[config.mk]
export PLATFORM = sky130hd
export DESIGN_NAME = seg7_scan_driver
export DESIGN_NICKNAME = d
export VERILOG_FILES = /design/src/rtl/seg7_scan_driver.sv
export SDC_FILE = /design/constraint.sdc
export NUM_CORES = 1
export LEC_CHECK = 0
export ABC_CLOCK_PERIOD_IN_PS = 1890
export BUFFER_PORTS_ARGS = -buffer_cell sky130_fd_sc_hd__buf_4
export CORE_UTILIZATION = 35
export DETAILED_ROUTE_END_ITERATION = 8
export GPL_TIMING_DRIVEN = 0
export MAX_ROUTING_LAYER = met4
export PLACE_DENSITY = 0.5
export SLEW_MARGIN = 25
export SYNTH_ARGS = -nofsm -noshare
export SYNTH_HDL_FRONTEND = slang
export SYNTH_SLANG_ARGS = --single-unit
[constraint.sdc]
create_clock -name i_clk -period 1.89 [get_ports i_clk]
set_input_delay 0.0945 -clock i_clk [delete_from_list [all_inputs] [get_ports i_clk]]
set_output_delay 0.0945 -clock i_clk [all_outputs]
set_load 0.01 [all_outputs]
[src/rtl/seg7_scan_driver.sv]
// seg7_scan_driver
//   Time-multiplexed hex driver for a DIGITS-wide common-anode 7-segment bank.
//   One digit is scanned per slot of SCAN_DIV clocks. The first GUARD clocks of
//   every slot keep all anodes off to stop ghosting. New values are loaded into a
//   pending buffer and copied to the display registers only at a frame boundary,
//   so a frame never shows a mix of old and new digits.
//
//   Optional build macro: LEADING_ZERO_BLANK_EN
//     When it is defined, digit k>0 is blanked while nibbles k..DIGITS-1 are all zero.
//
// Ports
//   i_clk        system clock, rising edge
//   i_rst_n      asynchronous active-low reset
//   i_value      4*DIGITS hex nibbles, nibble k -> digit k (k=0 rightmost)
//   i_dp_in      decimal point request per digit, active-high
//   i_load       1-cycle strobe, captures i_value/i_dp_in into the pending buffer
//   o_upd_done   1-cycle pulse, pending buffer committed to the display
//   o_frame_tick 1-cycle pulse at the start of each frame (digit 0 slot)
//   o_seg        segments {a,b,c,d,e,f,g}, active-low
//   o_dp         decimal point, active-low
//   o_an         digit anodes, active-low, at most one low
module seg7_scan_driver #(
  parameter int DIGITS   = 4,
  parameter int SCAN_DIV = 50000,
  parameter int GUARD    = 16
) (
  input  logic                  i_clk,
  input  logic                  i_rst_n,
  input  logic [4*DIGITS-1:0]   i_value,
  input  logic [DIGITS-1:0]     i_dp_in,
  input  logic                  i_load,
  output logic                  o_upd_done,
  output logic                  o_frame_tick,
  output logic [6:0]            o_seg,
  output logic                  o_dp,
  output logic [DIGITS-1:0]     o_an
);

  localparam int DIV_W = $clog2(SCAN_DIV);
  localparam int IDX_W = $clog2(DIGITS);

  logic [DIV_W-1:0]    r_div_cnt;
  logic [IDX_W-1:0]    r_idx;
  logic [4*DIGITS-1:0] r_disp_val, r_pend_val;
  logic [DIGITS-1:0]   r_disp_dp, r_pend_dp;
  logic                r_pend_flag;
  logic                r_upd_done, r_frame_tick;
  logic [6:0]          r_seg;
  logic                r_dp;
  logic [DIGITS-1:0]   r_an;

  logic                w_slot_end, w_frame_end, w_guard;
  logic [3:0]          w_nib;
  logic                w_dp_sel, w_blank;
  logic [DIGITS-1:0]   w_an;

  // Active-high abcdefg pattern for one hex nibble.
  function automatic logic [6:0] hex7(input logic [3:0] n);
    case (n)
      4'h0: hex7 = 7'h7E; 4'h1: hex7 = 7'h30; 4'h2: hex7 = 7'h6D; 4'h3: hex7 = 7'h79;
      4'h4: hex7 = 7'h33; 4'h5: hex7 = 7'h5B; 4'h6: hex7 = 7'h5F; 4'h7: hex7 = 7'h70;
      4'h8: hex7 = 7'h7F; 4'h9: hex7 = 7'h7B; 4'hA: hex7 = 7'h77; 4'hB: hex7 = 7'h1F;
      4'hC: hex7 = 7'h4E; 4'hD: hex7 = 7'h3D; 4'hE: hex7 = 7'h4F; default: hex7 = 7'h47;
    endcase
  endfunction

  assign w_slot_end  = (r_div_cnt == DIV_W'(SCAN_DIV - 1));
  assign w_frame_end = w_slot_end && (r_idx == IDX_W'(DIGITS - 1));
  assign w_guard     = (r_div_cnt < DIV_W'(GUARD));

`ifdef LEADING_ZERO_BLANK_EN
  // w_upper_zero[k]: nibbles k..DIGITS-1 of the display are all zero.
  logic [DIGITS-1:0] w_upper_zero;
  assign w_upper_zero[DIGITS-1] = (r_disp_val[4*DIGITS-1 -: 4] == 4'h0);
  for (genvar k = 0; k < DIGITS-1; k++) begin : g_uz
    assign w_upper_zero[k] = (r_disp_val[4*k +: 4] == 4'h0) && w_upper_zero[k+1];
  end
`endif

  // Current-digit select, written as an explicit mux so non-power-of-two
  // DIGITS never indexes past the end of a vector.
  always_comb begin
    w_nib    = 4'h0;
    w_dp_sel = 1'b0;
    w_blank  = 1'b0;
    w_an     = '1;
    for (int k = 0; k < DIGITS; k++) begin
      if (r_idx == IDX_W'(k)) begin
        w_nib    = r_disp_val[4*k +: 4];
        w_dp_sel = r_disp_dp[k];
        w_an[k]  = w_guard;
`ifdef LEADING_ZERO_BLANK_EN
        w_blank  = (k != 0) && w_upper_zero[k];
`endif
      end
    end
  end

  always_ff @(posedge i_clk or negedge i_rst_n) begin
    if (!i_rst_n) begin
      r_div_cnt    <= '0;
      r_idx        <= '0;
      r_disp_val   <= '0;
      r_disp_dp    <= '0;
      r_pend_val   <= '0;
      r_pend_dp    <= '0;
      r_pend_flag  <= 1'b0;
      r_upd_done   <= 1'b0;
      r_frame_tick <= 1'b0;
      r_seg        <= 7'h7F;
      r_dp         <= 1'b1;
      r_an         <= '1;
    end else begin
      if (w_slot_end) begin
        r_div_cnt <= '0;
        r_idx     <= w_frame_end ? '0 : r_idx + 1'b1;
      end else begin
        r_div_cnt <= r_div_cnt + 1'b1;
      end

      r_frame_tick <= w_frame_end;
      r_upd_done   <= w_frame_end && r_pend_flag;

      // Commit uses the pending value from before this edge; a load on the
      // same edge is captured and left pending for the next frame.
      if (w_frame_end && r_pend_flag) begin
        r_disp_val <= r_pend_val;
        r_disp_dp  <= r_pend_dp;
      end
      if (i_load) begin
        r_pend_val  <= i_value;
        r_pend_dp   <= i_dp_in;
        r_pend_flag <= 1'b1;
      end else if (w_frame_end) begin
        r_pend_flag <= 1'b0;
      end

      r_an  <= w_an;
      r_seg <= w_blank ? 7'h7F : ~hex7(w_nib);
      r_dp  <= ~w_dp_sel;
    end
  end

  assign o_upd_done   = r_upd_done;
  assign o_frame_tick = r_frame_tick;
  assign o_seg        = r_seg;
  assign o_dp         = r_dp;
  assign o_an         = r_an;

endmodule

### Yosys cells after proc, flatten, opt, wreduce, memory -nomap -nowiden

Memories as Yosys holds them, arrays and structs flattened.
Index checks and enable logic that the tools add are counted.

| storage, ports and cells | value |
|---|---|
| bits in registers | 73 |
| bits in read-only memories | 112 |
| input bits | 23 |
| output and inout bits | 14 |
| logic and storage cells | 42 |
| memories | 1 |

Memories:

| name | depth | bits a word | rd ports | clocked after memory_dff | wr ports | RTL line | RTL |
|---|---|---|---|---|---|---|---|
| (name not given) | 16 | 7 | 1 | 0 | 0 | 59 | `case (n)` |

| operators by class | value |
|---|---|
| $add $sub $neg | 2 |
| order comparisons | 1 |
| equal/unequal tests | 4 |
| multiplexer cells | 16 |
| bitwise logic cells | 2 |
| reductions and logical operators | 4 |

Operator list:

| kind | number |
|---|---|
| adder 16 x 1 -> 16 bit (second input constant) | 1 |
| == test 16 bit (second input constant) | 1 |
| less-than comparator 16 x 5 -> 1 bit (second input constant) | 1 |
| 2-to-1 mux 16 bit | 1 |
| 2-to-1 mux 4 bit | 4 |
| 2-to-1 mux 1 bit | 10 |
| NOT 7 bit | 1 |
| == test 2 bit (second input constant) | 2 |
| adder 2 x 1 -> 2 bit (second input constant) | 1 |
| == test 2 x 1 -> 1 bit (second input constant) | 1 |
| logical AND 1 bit | 2 |
| logical NOT 2 bit | 1 |
| 2-to-1 mux 2 bit | 1 |
| nonzero test 2 bit | 1 |
| NOT 1 bit | 1 |

### Longest topological paths before layout

An unclocked memory read counts as a cell.

| logic depth | value |
|---|---|
| depth in word-level cells | 7 |
| gate-level depth with buffers | 11 |
| mapped depth without buffers | 11 |

### Worst setup path before layout

No wires, ideal clock.

| timing | value |
|---|---|
| path type | reg2reg |
| start | reg r_idx[0] |
| end | reg r_seg[3], in the netlist o_seg[3] |
| library setup time | 0.100 ns |
| arrival | 1.981 ns |
| data required time | 1.790 ns |
| path slack | -0.191 ns |
| cell stages (with the launch flop) | 11 |
| buffers on the path | 0 |
| period minus slack after synthesis | 2.081 ns |
| cell sequence | dfrtp_1 -> ha_1 -> nor2b_1 -> a22oi_1 -> a21oi_1 -> inv_1 -> ha_1 -> inv_1 -> nor2_1 -> a211oi_1 -> a31oi_1 |

| between the ends | value |
|---|---|
| longest elaborated chain between the ends | 7 |
| elaborated cells on any way between the ends | 10 |
| those cells by class | eq/ne (3); mux (4); bitwise (1); reduce/logical (1); memory (1) |

Ends and longest elaborated chain:

| item | RTL line | RTL |
|---|---|---|
| start: declaration | 43 | `logic [IDX_W-1:0] r_idx;` |
| start signal: assignment | 116 | `r_idx <= w_frame_end ? '0 : r_idx + 1'b1;` |
| logical NOT 2 bit | 88 | `if (r_idx == IDX_W'(k)) begin` |
| 2-to-1 mux 4 bit (3 in series) | 88 |  |
| 2-to-1 mux 4 bit (*) | 88 |  |
| memory read (16 x 7 bit) (*) | -- |  |
| NOT 7 bit (*) | 139 | `r_seg <= w_blank ? 7'h7F : ~hex7(w_nib);` |
| end signal: assignment | 139 |  |
| end: declaration | 48 | `logic [6:0] r_seg;` |

Every way passes the cells marked *; elsewhere a longest branch is shown, timed or not.
A chain may end at the register's enable or synchronous reset.

### Final worst setup path

| timing | value |
|---|---|
| start | reg r_idx[0] |
| end | reg r_seg[0], in the netlist o_seg[0] |

Same word-level chain as after synthesis.

==> results.json <==
{
  "grt_max_degree": 74,
  "clk_latency_ns": 0.34,
  "fin_worst_skew_ns": 0.00856,
  "dr.pass1.iters": 4,
  "hold_path.class": "in2async",
  "finalNetCount": 387,
  "yosysTopAreaCell": "dfrtp_1",
  "period_minus_slack_ns": 1.98,
  "ios": 37,
  "timing.rr.end": "o_seg[0]$_DFF_PN1_",
  "finalHoldViolations": 0,
  "synth_edf_count": 0,
  "synth.area.top_cells": "dfrtp_1, dfstp_2, mux2_4",
  "p_sw_w": 0.000687,
  "setup_slack_ns": -0.0873,
  "finalCritPeriodShare_pct": 105,
  "die_w_um": 98.8,
  "violations": "negative setup slack",
  "path_max_fanout": 4,
  "dieArea_um2": 9770,
  "p_int_w": 0.00263,
  "synth.most_common_cell": "dfrtp_1",
  "drive_above_1_share_pct": 53.5,
  "worstMarginPinSlew_ns": 0.645,
  "netSwitchingFraction_pct": 20.7,
  "synth_top_area_share_pct": 46.5,
  "reg2regPathDepth": 10,
  "cts_root_buffer": "clkbuf_8",
  "clk_pin_slew_worst_paths_ns": 0.08,
  "cp-start-kind": "register",
  "critPathMaxStageDelay_ns": 0.48,
  "die_h_um": 98.8,
  "ir_drop_uv": 352,
  "syn_avg_cell_area_um2": 13.1,
  "synth_commonest_cells": "dfrtp_1, mux2_2, mux2_4",
  "area_growth_syn_to_layout_pct": 45.6,
  "cp-end-kind": "register",
  "slowest_stage": "dfrtp_2",
  "synth_cell_type_count": 38,
  "drc": 0,
  "status": "finished, violations left",
  "cts_inserted_buffers": 9,
  "vias": 2268,
  "synth_area_um2": 3280,
  "maxSlewViolCount": 0,
  "syn_nets": 286,
  "final_antenna_net_count": 0,
  "worstSetupPathType": "reg2reg",
  "routed_via_density": 4.88,
  "rsz0062_at_grt": "yes",
  "synth_cells": 251,
  "synthArstFlopShare_pct": 100,
  "dpl_cell_area_um2": 3700,
  "grt_pass1_vias": 2197,
  "numPortBuffers": 36,
  "worstPathRequired_ns": 2.16,
  "drt_wl_total_um": 6790,
  "grt.total_usage_pct": 15.2,
  "max_freq_ghz": 0.506,
  "avgRoutedWirePerCell_um": 14.6,
  "leakage_nw": 2.21,
  "r2r_start": "r_idx[0]$_DFFE_PN0N_",
  "setup-violations-final": 26,
  "path_buf_inv": 2,
  "tritoncts": "built",
  "rows": 34,
  "cp_top_family": "compound AO/OA/AOI/OAI gates",
  "power.density_nw_per_um2": 693,
  "antenna_cells": 0,
  "grt_overflow": 0,
  "rrSetupSlack_ns": -0.09,
  "grt_pass1_wl_um": 11100,
  "slew_headroom_pct": 57.0,
  "p_seq_share_pct": 49.1,
  "gp_congestion": 0.780,
  "start_util_pct": 36.9,
  "ys_seq_area_share_pct": 56.1,
  "dp_hpwl_um": 4130,
  "antenna_found_initial": 0,
  "clock_path_buffers": 2,
  "critical_path_arrival_ns": 2.25,
  "final_cell_area_um2": 4780,
  "hold-worst-slack_ns": 0.172,
  "drv_cap": 0,
  "clock_sinks": 73,
  "synth_top_flop_cell": "dfrtp_1",
  "htree_levels": 3,
  "ys_ff_latch": 73,
  "synth_warnings": 0,
  "p_comb_share_pct": 5.0,
  "crit_chain": "inv_4, ha_4, nor2b_4, a22oi_2, a21o_1, inv_2, ha_2, nand2_2, o21a_1, o22ai_1",
  "crit_start": "r_idx[0]$_DFFE_PN0N_",
  "power.total_w": 0.00331,
  "first_iter_violations": 65,
  "clkPwrFrac_pct": 45.9,
  "core_area_um2": 8890,
  "dpl_worst_slack_ns": -0.359
}
## worst max-delay path by stage
stage	end	slack [ns]	cells past startpoint
finish	o_seg[0]$_DFF_PN1_	-0.09	10
global route	o_seg[3]$_DFF_PN1_	-0.22	11
global placement	o_seg[3]$_DFF_PN1_	-0.35	11
detailed placement	o_seg[3]$_DFF_PN1_	-0.36	11
CTS	o_seg[3]$_DFF_PN1_	-0.04	9
floorplan	o_seg[3]$_DFF_PN1_	0.04	11
## cells in the final DEF, fill, tap and decap left out, drive strengths merged, types with 5 or more instances in the layout
| master | instances |
|---|---|
| xor2 | 5 |
| dfstp | 12 |
| o22ai | 8 |
| nand2 | 13 |
| inv | 12 |
| clkbuf | 14 |
| nor2 | 17 |
| ha | 12 |
| dfrtp | 61 |
| dlygate4sd3 | 22 |
| mux2 | 42 |
| nand3 | 8 |
| buf | 71 |
| nor3 | 5 |
| xnor2 | 9 |
## per-stage QoR
stage	setup TNS, ns	utilization [%]	std cells
global placement	-2.06	41.6	395
global route	-3.91	53.8	465
detailed placement	-2.36	41.6	395
floorplan	0	-	251
CTS	-0.283	50.2	451
finish	-1.12	53.8	465
## cell type report
class / instances / area, um2
Buffer: 7 / 78.8
Clock buffer: 10 / 138
Clock inverter: 6 / 114
Fill cell: 774 / 4110
Inverter: 11 / 46.3
Multi-Input combinational cell: 160 / 1600
Sequential cell: 73 / 1850
Tap cell: 108 / 135
Timing Repair Buffer: 90 / 816
## layer usage
metal	GRT usage, %	wire, um
met3	2.48	199
met5	-	0
met1	20.9	3200
met2	22.1	3310
met4	6.89	85
## power groups by stage
stage / sequential, W / combinational (W) / clock (W)
2_1_floorplan: 0.00165 / 0.0000526 / 0
6_report: 0.00163 / 0.000166 / 0.00152
5_1_grt: 0.00163 / 0.000184 / 0.00163
3_3_place_gp: 0.00166 / 0.000123 / 0
3_5_place_dp: 0.00166 / 0.000125 / 0
4_1_cts: 0.00163 / 0.000163 / 0.00156
## logic make-up after synthesis
family	count (synthesis)	synth area share (%)
AND/OR/NAND/NOR	64	10.6
XOR/XNOR	14	3.74
buffers and inverters	18	2.59
adder cells (fa/ha/maj)	12	4.57
multiplexers	42	16.7
AO/OA/AOI/OAI	28	5.64
flip-flops	73	56.1
## repair_timing
item / 4_1_cts / 5_1_grt
hold buffers: 22 / 0
setup buffers: 17 / 12
hold endpoints to repair: 81 / 0
setup endpoints to repair: 29 / 38
gates cloned: 1 / 2
gates resized for setup: 37 / 31
pin swaps: 13 / 17
## state kept, by name, indices dropped and copies added (netlist names)
name          cells
r_idx             2
o_upd_done        1
r_pend_flag       1
o_an              4
r_div_cnt        16
r_pend_val       16
r_disp_val       16
o_dp              1
o_frame_tick      1
r_pend_dp         4
o_seg             7
r_disp_dp         4
No activity file was read; power rests on OpenSTA's default activity.
